$ cat config.mk
export PLATFORM = sky130hd
export DESIGN_NAME = ram_burst_initiator
export DESIGN_NICKNAME = d
export VERILOG_FILES = /design/src/rtl/rami_pkg.sv /design/src/rtl/rami_skid_fifo.sv /design/src/rtl/ram_burst_initiator.sv
export SDC_FILE = /design/constraint.sdc
export NUM_CORES = 1
export LEC_CHECK = 0
export CAP_MARGIN = 20
export CORE_MARGIN = 3
export CORE_UTILIZATION = 53
export CTS_CLUSTER_DIAMETER = 50
export DETAILED_ROUTE_END_ITERATION = 10
export GPL_TIMING_DRIVEN = 0
export PLACE_DENSITY = 0.85
export SLEW_MARGIN = 10
export SYNTH_ARGS = -nofsm -noshare
export SYNTH_HDL_FRONTEND = slang
export SYNTH_HIERARCHICAL = 1
export SYNTH_SLANG_ARGS = --single-unit
$ cat constraint.sdc
create_clock -name clk -period 8.6 [get_ports clk]
set_input_delay 1.72 -clock clk [delete_from_list [all_inputs] [get_ports clk]]
set_output_delay 1.72 -clock clk [all_outputs]
set_load 0.005 [all_outputs]
$ cat src/rtl/rami_pkg.sv
// Shared definitions for the RAM burst initiator: FSM state encoding,
// skid-FIFO sizing and the default RAM geometry.
package rami_pkg;

  localparam int RAMI_AW = 8;  // default RAM address width
  localparam int RAMI_DW = 8;  // default RAM data width
  localparam int RAMI_LW = 8;  // default burst length field width

  // Read-return buffering: two entries cover the one-cycle RAM latency
  // plus one beat of consumer backpressure without bubbles.
  localparam int FIFO_DEPTH = 2;
  localparam int FIFO_PW    = $clog2(FIFO_DEPTH);
  localparam int FIFO_CW    = $clog2(FIFO_DEPTH + 1);

  typedef enum logic [1:0] {
    IDLE  = 2'd0,
    WRITE = 2'd1,
    READ  = 2'd2,
    DRAIN = 2'd3
  } rami_state_e;

  function automatic int max_int(input int a, input int b);
    return (a > b) ? a : b;
  endfunction

endpackage

$ cat src/rtl/rami_skid_fifo.sv
// Two-entry skid FIFO for read data returning from the RAM. Push and pop
// may happen in the same cycle, including a push while full if a pop
// frees the slot in that same cycle.
module rami_skid_fifo
  import rami_pkg::*;
#(
  parameter int DW = RAMI_DW
) (
  input  logic               clk,
  input  logic               rst,
  input  logic               push_i,
  input  logic [DW-1:0]      din_i,
  input  logic               pop_i,
  output logic [DW-1:0]      dout_o,
  output logic [FIFO_CW-1:0] count_o
);

  logic [DW-1:0]      mem_q [FIFO_DEPTH];
  logic [FIFO_PW-1:0] wr_ptr_q, wr_ptr_d;
  logic [FIFO_PW-1:0] rd_ptr_q, rd_ptr_d;
  logic [FIFO_CW-1:0] count_q, count_d;
  logic               do_push, do_pop;

  assign do_pop  = pop_i && (count_q != '0);
  assign do_push = push_i && ((count_q != FIFO_CW'(FIFO_DEPTH)) || do_pop);

  assign dout_o  = mem_q[rd_ptr_q];
  assign count_o = count_q;

  // Next pointer/count values from the push/pop pair.
  always_comb begin
    // NOTE: every output of a combinational block gets a default first so no
    // path leaves it unassigned, which would otherwise infer a latch.
    wr_ptr_d = wr_ptr_q;
    rd_ptr_d = rd_ptr_q;
    count_d  = count_q;
    if (do_push) wr_ptr_d = wr_ptr_q + FIFO_PW'(1);
    if (do_pop)  rd_ptr_d = rd_ptr_q + FIFO_PW'(1);
    case ({do_push, do_pop})
      2'b10:   count_d = count_q + FIFO_CW'(1);
      2'b01:   count_d = count_q - FIFO_CW'(1);
      default: count_d = count_q;
    endcase
  end

  // Storage array write.
  always_ff @(posedge clk) begin
    // NOTE: the data array is left out of reset; occupancy is tracked by the
    // pointers/count, so stale contents are never observed and the array can
    // map onto plain flops or RAM cells without a reset network.
    if (do_push) mem_q[wr_ptr_q] <= din_i;
  end

  // Pointer and occupancy registers; reset empties the FIFO.
  always_ff @(posedge clk) begin
    // NOTE: sequential state uses non-blocking assignments so every register
    // samples pre-edge values regardless of statement or block order.
    if (rst) begin
      wr_ptr_q <= '0;
      rd_ptr_q <= '0;
      count_q  <= '0;
    end else begin
      wr_ptr_q <= wr_ptr_d;
      rd_ptr_q <= rd_ptr_d;
      count_q  <= count_d;
    end
  end

endmodule

$ cat src/rtl/ram_burst_initiator.sv
// Burst initiator for a single-port synchronous RAM with 1-cycle read
// latency. Commands arrive on a valid/ready port; write beats stream in and
// read beats stream out, each with full valid/ready backpressure.
// Optional build macro RAMI_BOUNDARY_CHECK_EN: bursts that would run past
// the top of the address space are accepted but rejected with an err pulse;
// without it addresses simply wrap and err stays 0.
module ram_burst_initiator
  import rami_pkg::*;
#(
  parameter int AW = RAMI_AW,
  parameter int DW = RAMI_DW,
  parameter int LW = RAMI_LW
) (
  input  logic          clk,
  input  logic          rst,
  input  logic          cmd_valid,
  output logic          cmd_ready,
  input  logic          cmd_write,
  input  logic [AW-1:0] cmd_addr,
  input  logic [LW-1:0] cmd_len,
  input  logic          wr_valid,
  output logic          wr_ready,
  input  logic [DW-1:0] wr_data,
  output logic          rd_valid,
  input  logic          rd_ready,
  output logic [DW-1:0] rd_data,
  output logic          ram_we,
  output logic [AW-1:0] ram_addr,
  output logic [DW-1:0] ram_din,
  input  logic [DW-1:0] ram_dout,
  output logic          busy,
  output logic          done,
  output logic          err
);

  rami_state_e        state_q, state_d;
  logic [AW-1:0]      addr_q, addr_d;           // next address to access
  logic [AW-1:0]      last_addr_q, last_addr_d; // last address driven to RAM
  logic [LW-1:0]      left_q, left_d;           // beats remaining minus one
  logic               inflight_q, inflight_d;   // read data due on ram_dout
  logic               done_q, done_d;
  logic               err_q, err_d;

  logic               wr_beat, rd_issue, rd_pop;
  logic               fifo_nonempty;
  logic [DW-1:0]      fifo_dout;
  logic [FIFO_CW-1:0] fifo_count;
  logic [FIFO_CW:0]   occupancy;
  logic               reject;

`ifdef RAMI_BOUNDARY_CHECK_EN
  localparam int SW = max_int(AW, LW) + 2;
  logic [SW-1:0] burst_end;
  assign burst_end = SW'(cmd_addr) + SW'(cmd_len) + SW'(1);
  assign reject    = (burst_end > SW'(2 ** AW));
`else
  assign reject    = 1'b0;
`endif

  rami_skid_fifo #(.DW(DW)) u_fifo (
    .clk     (clk),
    .rst     (rst),
    .push_i  (inflight_q),
    .din_i   (ram_dout),
    .pop_i   (rd_pop),
    .dout_o  (fifo_dout),
    .count_o (fifo_count)
  );

  assign fifo_nonempty = (fifo_count != '0);
  assign rd_pop        = rd_valid && rd_ready;
  assign wr_beat       = !rst && (state_q == WRITE) && wr_valid;

  // Slots committed after this cycle: buffered + arriving - leaving. Counting
  // the pop lets a new address go out every cycle while the consumer keeps up.
  assign occupancy = {1'b0, fifo_count} + (FIFO_CW + 1)'(inflight_q)
                   - (FIFO_CW + 1)'(rd_pop);
  assign rd_issue  = !rst && (state_q == READ)
                   && (occupancy < (FIFO_CW + 1)'(FIFO_DEPTH));

  // Outputs are forced low while rst is high.
  assign cmd_ready = !rst && (state_q == IDLE);
  assign wr_ready  = !rst && (state_q == WRITE);
  assign rd_valid  = !rst && fifo_nonempty;
  assign rd_data   = rd_valid ? fifo_dout : '0;
  assign ram_we    = wr_beat;
  assign ram_din   = wr_beat ? wr_data : '0;
  assign ram_addr  = rst ? '0 : ((wr_beat || rd_issue) ? addr_q : last_addr_q);
  assign busy      = !rst && (state_q != IDLE);
  assign done      = !rst && done_q;
  assign err       = !rst && err_q;

  // Next-state: command capture, per-beat address/length stepping, drain.
  always_comb begin
    state_d     = state_q;
    addr_d      = addr_q;
    last_addr_d = last_addr_q;
    left_d      = left_q;
    inflight_d  = rd_issue;
    done_d      = 1'b0;
    err_d       = 1'b0;
    case (state_q)
      IDLE: begin
        if (cmd_valid) begin
          addr_d = cmd_addr;
          left_d = cmd_len;
          if (reject)         err_d   = 1'b1;
          else if (cmd_write) state_d = WRITE;
          else                state_d = READ;
        end
      end
      WRITE: begin
        if (wr_beat) begin
          addr_d      = addr_q + AW'(1);
          last_addr_d = addr_q;
          if (left_q == '0) begin
            state_d = IDLE;
            done_d  = 1'b1;
          end else begin
            left_d = left_q - LW'(1);
          end
        end
      end
      READ: begin
        if (rd_issue) begin
          addr_d      = addr_q + AW'(1);
          last_addr_d = addr_q;
          if (left_q == '0) state_d = DRAIN;
          else              left_d  = left_q - LW'(1);
        end
      end
      DRAIN: begin
        // Last beat leaves the FIFO with nothing behind it.
        if (rd_pop && (fifo_count == FIFO_CW'(1)) && !inflight_q) begin
          state_d = IDLE;
          done_d  = 1'b1;
        end
      end
      default: state_d = IDLE;
    endcase
  end

  // State registers; reset abandons any burst in progress.
  always_ff @(posedge clk) begin
    if (rst) begin
      state_q     <= IDLE;
      addr_q      <= '0;
      last_addr_q <= '0;
      left_q      <= '0;
      inflight_q  <= 1'b0;
      done_q      <= 1'b0;
      err_q       <= 1'b0;
    end else begin
      state_q     <= state_d;
      addr_q      <= addr_d;
      last_addr_q <= last_addr_d;
      left_q      <= left_d;
      inflight_q  <= inflight_d;
      done_q      <= done_d;
      err_q       <= err_d;
    end
  end

endmodule
==> impl_metrics.json <==
{
  "run_status": "completed",
  "drt_iter0_markers": 88,
  "whs_ns": 0.484,
  "proportion_of_power_drawn_by_the_clock_network_pct": 17.8,
  "timing_worst_slew_pin_value_ns": 0.683,
  "synth_area_per_cell_um2": 9.45,
  "power_leakage_uw": 0.00137,
  "insertion_delay_ns": 0.31,
  "min_period_ns": 7.23,
  "cp-end-kind": "primary output",
  "finish.utilization_pct": 74.1,
  "synth_seq_area_share_pct": 41.5,
  "crit_slowest_cell": "sky130_fd_sc_hd__clkdlybuf4s50_1",
  "yosysMostFrequentCell": "sky130_fd_sc_hd__dfxtp_1",
  "boundaryPins": 69,
  "post-route-drc-count": 0,
  "final_max_slew_viol_count": 0,
  "synth_async_sr_flop_share_pct": 0,
  "post_cts.resized_instances": 0,
  "route.antenna.remaining_nets": 0,
  "worst-endpoint-required_ns": 6.88,
  "fin_area_mm2": 0.00362,
  "initial_utilization_pct": 56.4,
  "yosysTopAreaCell": "sky130_fd_sc_hd__dfxtp_1",
  "grt_start_max_net_pins": 16,
  "cts-root-buf": "sky130_fd_sc_hd__clkbuf_8",
  "placed_area_mm2": 0.00351,
  "hold_buffers": 0,
  "num_rows": 25,
  "number_of_antenna_violations_at_the_first_check_in_global_routing": 0,
  "die_y_um": 78.1,
  "tritoncts": "built",
  "min-delay-path-class": "reg2reg",
  "skew_ns": 0.00865,
  "detail_route.wl_per_cell_um": 14.5,
  "layout.nets": 413,
  "post_cts.repair.setup_buffers": 0,
  "syn_inst": 291,
  "setup.worst_path.start_class": "primary input",
  "cell_internal_pwr_uw": 562,
  "slew_headroom_pct": 54.3,
  "ys.flop_type": "sky130_fd_sc_hd__dfxtp_1",
  "placeableCoreArea_mm2": 0.00488,
  "syn2layout_area_growth_pct": 31.4,
  "dr_total_vias": 2367,
  "detailedPlacementHpwl_um": 4760,
  "ys_ff_latch": 49,
  "power.density_cell_area_mw_per_mm2": 254,
  "cts_buffer_depth": 2,
  "h_tree_levels": 2,
  "peak_per_stage_delay_on_the_critical_path_ns": 0.57,
  "commonest_cells_in_the_synthesized_netlist": "sky130_fd_sc_hd__dfxtp_1, sky130_fd_sc_hd__nor2_1, sky130_fd_sc_hd__a21oi_1",
  "detail_route.wirelength_um": 6260,
  "max_clock_freq_mhz": 138,
  "via_count_of_the_first_global_routing_pass": 2238,
  "dieWidth_um": 78.1,
  "clk_pin_slew_ns": 0.09,
  "yosys.area.top_type_share_pct": 24.0,
  "ys_warn_count": 6,
  "power.combinational.fraction_pct": 45.8,
  "final.setup.tns_ns": 0,
  "vdd.ir_drop.worst_mv": 0.189,
  "final-instance-count-excl-fill": 433,
  "layout-drive-gt1-share_pct": 9.29,
  "worstPathArrival_ns": 5.51,
  "die_area_mm2": 0.00609,
  "layout.filler_cells": 385,
  "reg2reg_slack_ns": 5.23,
  "clkSinkCount": 49,
  "synthTopCellsByArea": "sky130_fd_sc_hd__dfxtp_1, sky130_fd_sc_hd__edfxtp_1, sky130_fd_sc_hd__mux2i_1",
  "grt_pass1_wl_um": 10500,
  "setup_viol_count_final": 0,
  "max_cap_violations": 0,
  "netlist_area_mm2": 0.00275,
  "avgViaCountPerCell": 5.47,
  "routabilityCongestion": 0.838,
  "synth_edf_count": 16,
  "netSwitchingPower_uw": 355,
  "power.share.switching_pct": 38.8,
  "timing.critical_path.fanout_max": 10,
  "grt_usage_pct": 21.4,
  "post-place-cells": 425,
  "timing.critical_path.cells": "clkdlybuf4s50_1, buf_6, nor2_1, and2_1, ha_1, nand2b_1, fa_1, and2b_1, and3_1, nor2_4, mux2i_1, nor2_1, clkdlybuf4s50_1",
  "power.sequential.fraction_pct": 36.4,
  "first_pass_iters": 4,
  "critPathTopFamily": "simple AND/OR/NAND/NOR gates",
  "period_share_pct": 84.1,
  "antenna_fix_cells": 0,
  "globalRouteOverflowTotal": 0,
  "setup_repair_after_global_routing_missed_its_margin": "false",
  "timing_hold_violations_final": 0,
  "critical_path_class": "in2out",
  "postSynthNetCount": 339,
  "tritoncts.num_buffers": 5,
  "port-buffer-count": 67,
  "netlist-cell-type-count": 54,
  "cp.buffers_inverters": 3
}
==> worst reg2reg max path, stage by stage (launching register included) <==
cell	delay, ns
sky130_fd_sc_hd__dfxtp_1	0.56
sky130_fd_sc_hd__nor2_1	0.07
sky130_fd_sc_hd__nor2_1	0.40
sky130_fd_sc_hd__and2_1	0.27
sky130_fd_sc_hd__ha_1	0.24
sky130_fd_sc_hd__nand2b_1	0.15
sky130_fd_sc_hd__fa_1	0.43
sky130_fd_sc_hd__and2b_1	0.19
sky130_fd_sc_hd__a21boi_2	0.29
sky130_fd_sc_hd__nand3b_1	0.22
sky130_fd_sc_hd__buf_4	0.20
sky130_fd_sc_hd__nor2_1	0.07
sky130_fd_sc_hd__a211oi_2	0.19
==> cell type report <==
type                       instances  area, um^2  share of cell area [%]
timing repair buffer              67         671                    18.5
clock inverter                     3        41.3                    1.14
clock buffer                       5        68.8                    1.90
sequential                        49        1140                    31.6
inverter                          10        37.5                    1.04
buffer                            15        73.8                    2.04
tap                               67        83.8                    2.32
multi-input combinational        217        1500                    41.5
==> power groups by stage <==
stage	Combinational, uW	Sequential (uW)	Clock (uW)
3_5_place_dp	419	338	0
2_1_floorplan	306	326	0
5_1_grt	471	341	177
4_1_cts	421	332	167
6_report	420	333	163
3_3_place_gp	408	335	0
==> flip-flops by register name, summed over array words and instances (netlist names), named ones only <==
name / count
u_fifo/mem_q: 16
done_q: 1
last_addr_q: 8
inflight_q: 1
addr_q: 8
u_fifo/count_o: 2
u_fifo/wr_ptr_q: 1
state_q: 2
left_q: 8
u_fifo/rd_ptr_q: 1
==> cells by family (layout without fill, tap and decap cells) <==
kind of cell,after synthesis,after routing,synth area share [%]
xor gates and xnor gates,5,5,1.59
DFF,49,49,41.5
muxes,21,21,8.19
other,1,1,0.136
AOI/OAI and AO/OA,64,64,16.2
buffers and inverters,25,100,4.05
adders and majority gates,10,10,4.82
and+or+nand+nor,116,116,23.6
==> path summary, 6_finish.rpt <==
path         cells past startpoint                endpoint                           start
max                             13             ram_addr[7]                             rst
min                              2  left_q[6]$_SDFFE_PP0P_          left_q[6]$_SDFFE_PP0P_
max reg2reg                     12  left_q[1]$_SDFFE_PP0P_  u_fifo/count_o[1]$_SDFFE_PP0P_
min reg2reg                      2  left_q[6]$_SDFFE_PP0P_          left_q[6]$_SDFFE_PP0P_
==> per-layer routing <==
| layer | track usage (%) | vias up | part of all wire [%] |
|---|---|---|---|
| met2 | 37.1 | 62 | 49 |
| met3 | 3.78 | 11 | 4.2 |
| li1 | - | 1191 | - |
| met5 | 0 | - | 0 |
| met4 | 7.52 | 0 | 1.5 |
| met1 | 26.8 | 1103 | 45 |
==> through the flow <==
| step | worst slack, ns | power (uW) |
|---|---|---|
| global route | 1.07 | 988 |
| detailed placement | 1.33 | 757 |
| floorplan | 2.85 | 633 |
| CTS | 1.33 | 920 |
| finish | 1.37 | 917 |
| global placement | 1.34 | 743 |
==> placed cells by master, fill, tap and decap left out, drive strengths merged, types with 5 or more instances in the layout <==
cell / instances
o32ai: 7
clkdlybuf4s50: 67
mux2i: 12
mux2: 9
and3: 10
clkbuf: 15
nor2b: 6
ha: 9
edfxtp: 16
and2: 10
buf: 5
inv: 10
nor2: 33
nand3b: 6
nor3: 7
o21ai: 15
a21oi: 22
nand3: 7
dfxtp: 33
nand2b: 12
nand2: 15
No activity file was read; power rests on OpenSTA's default activity.
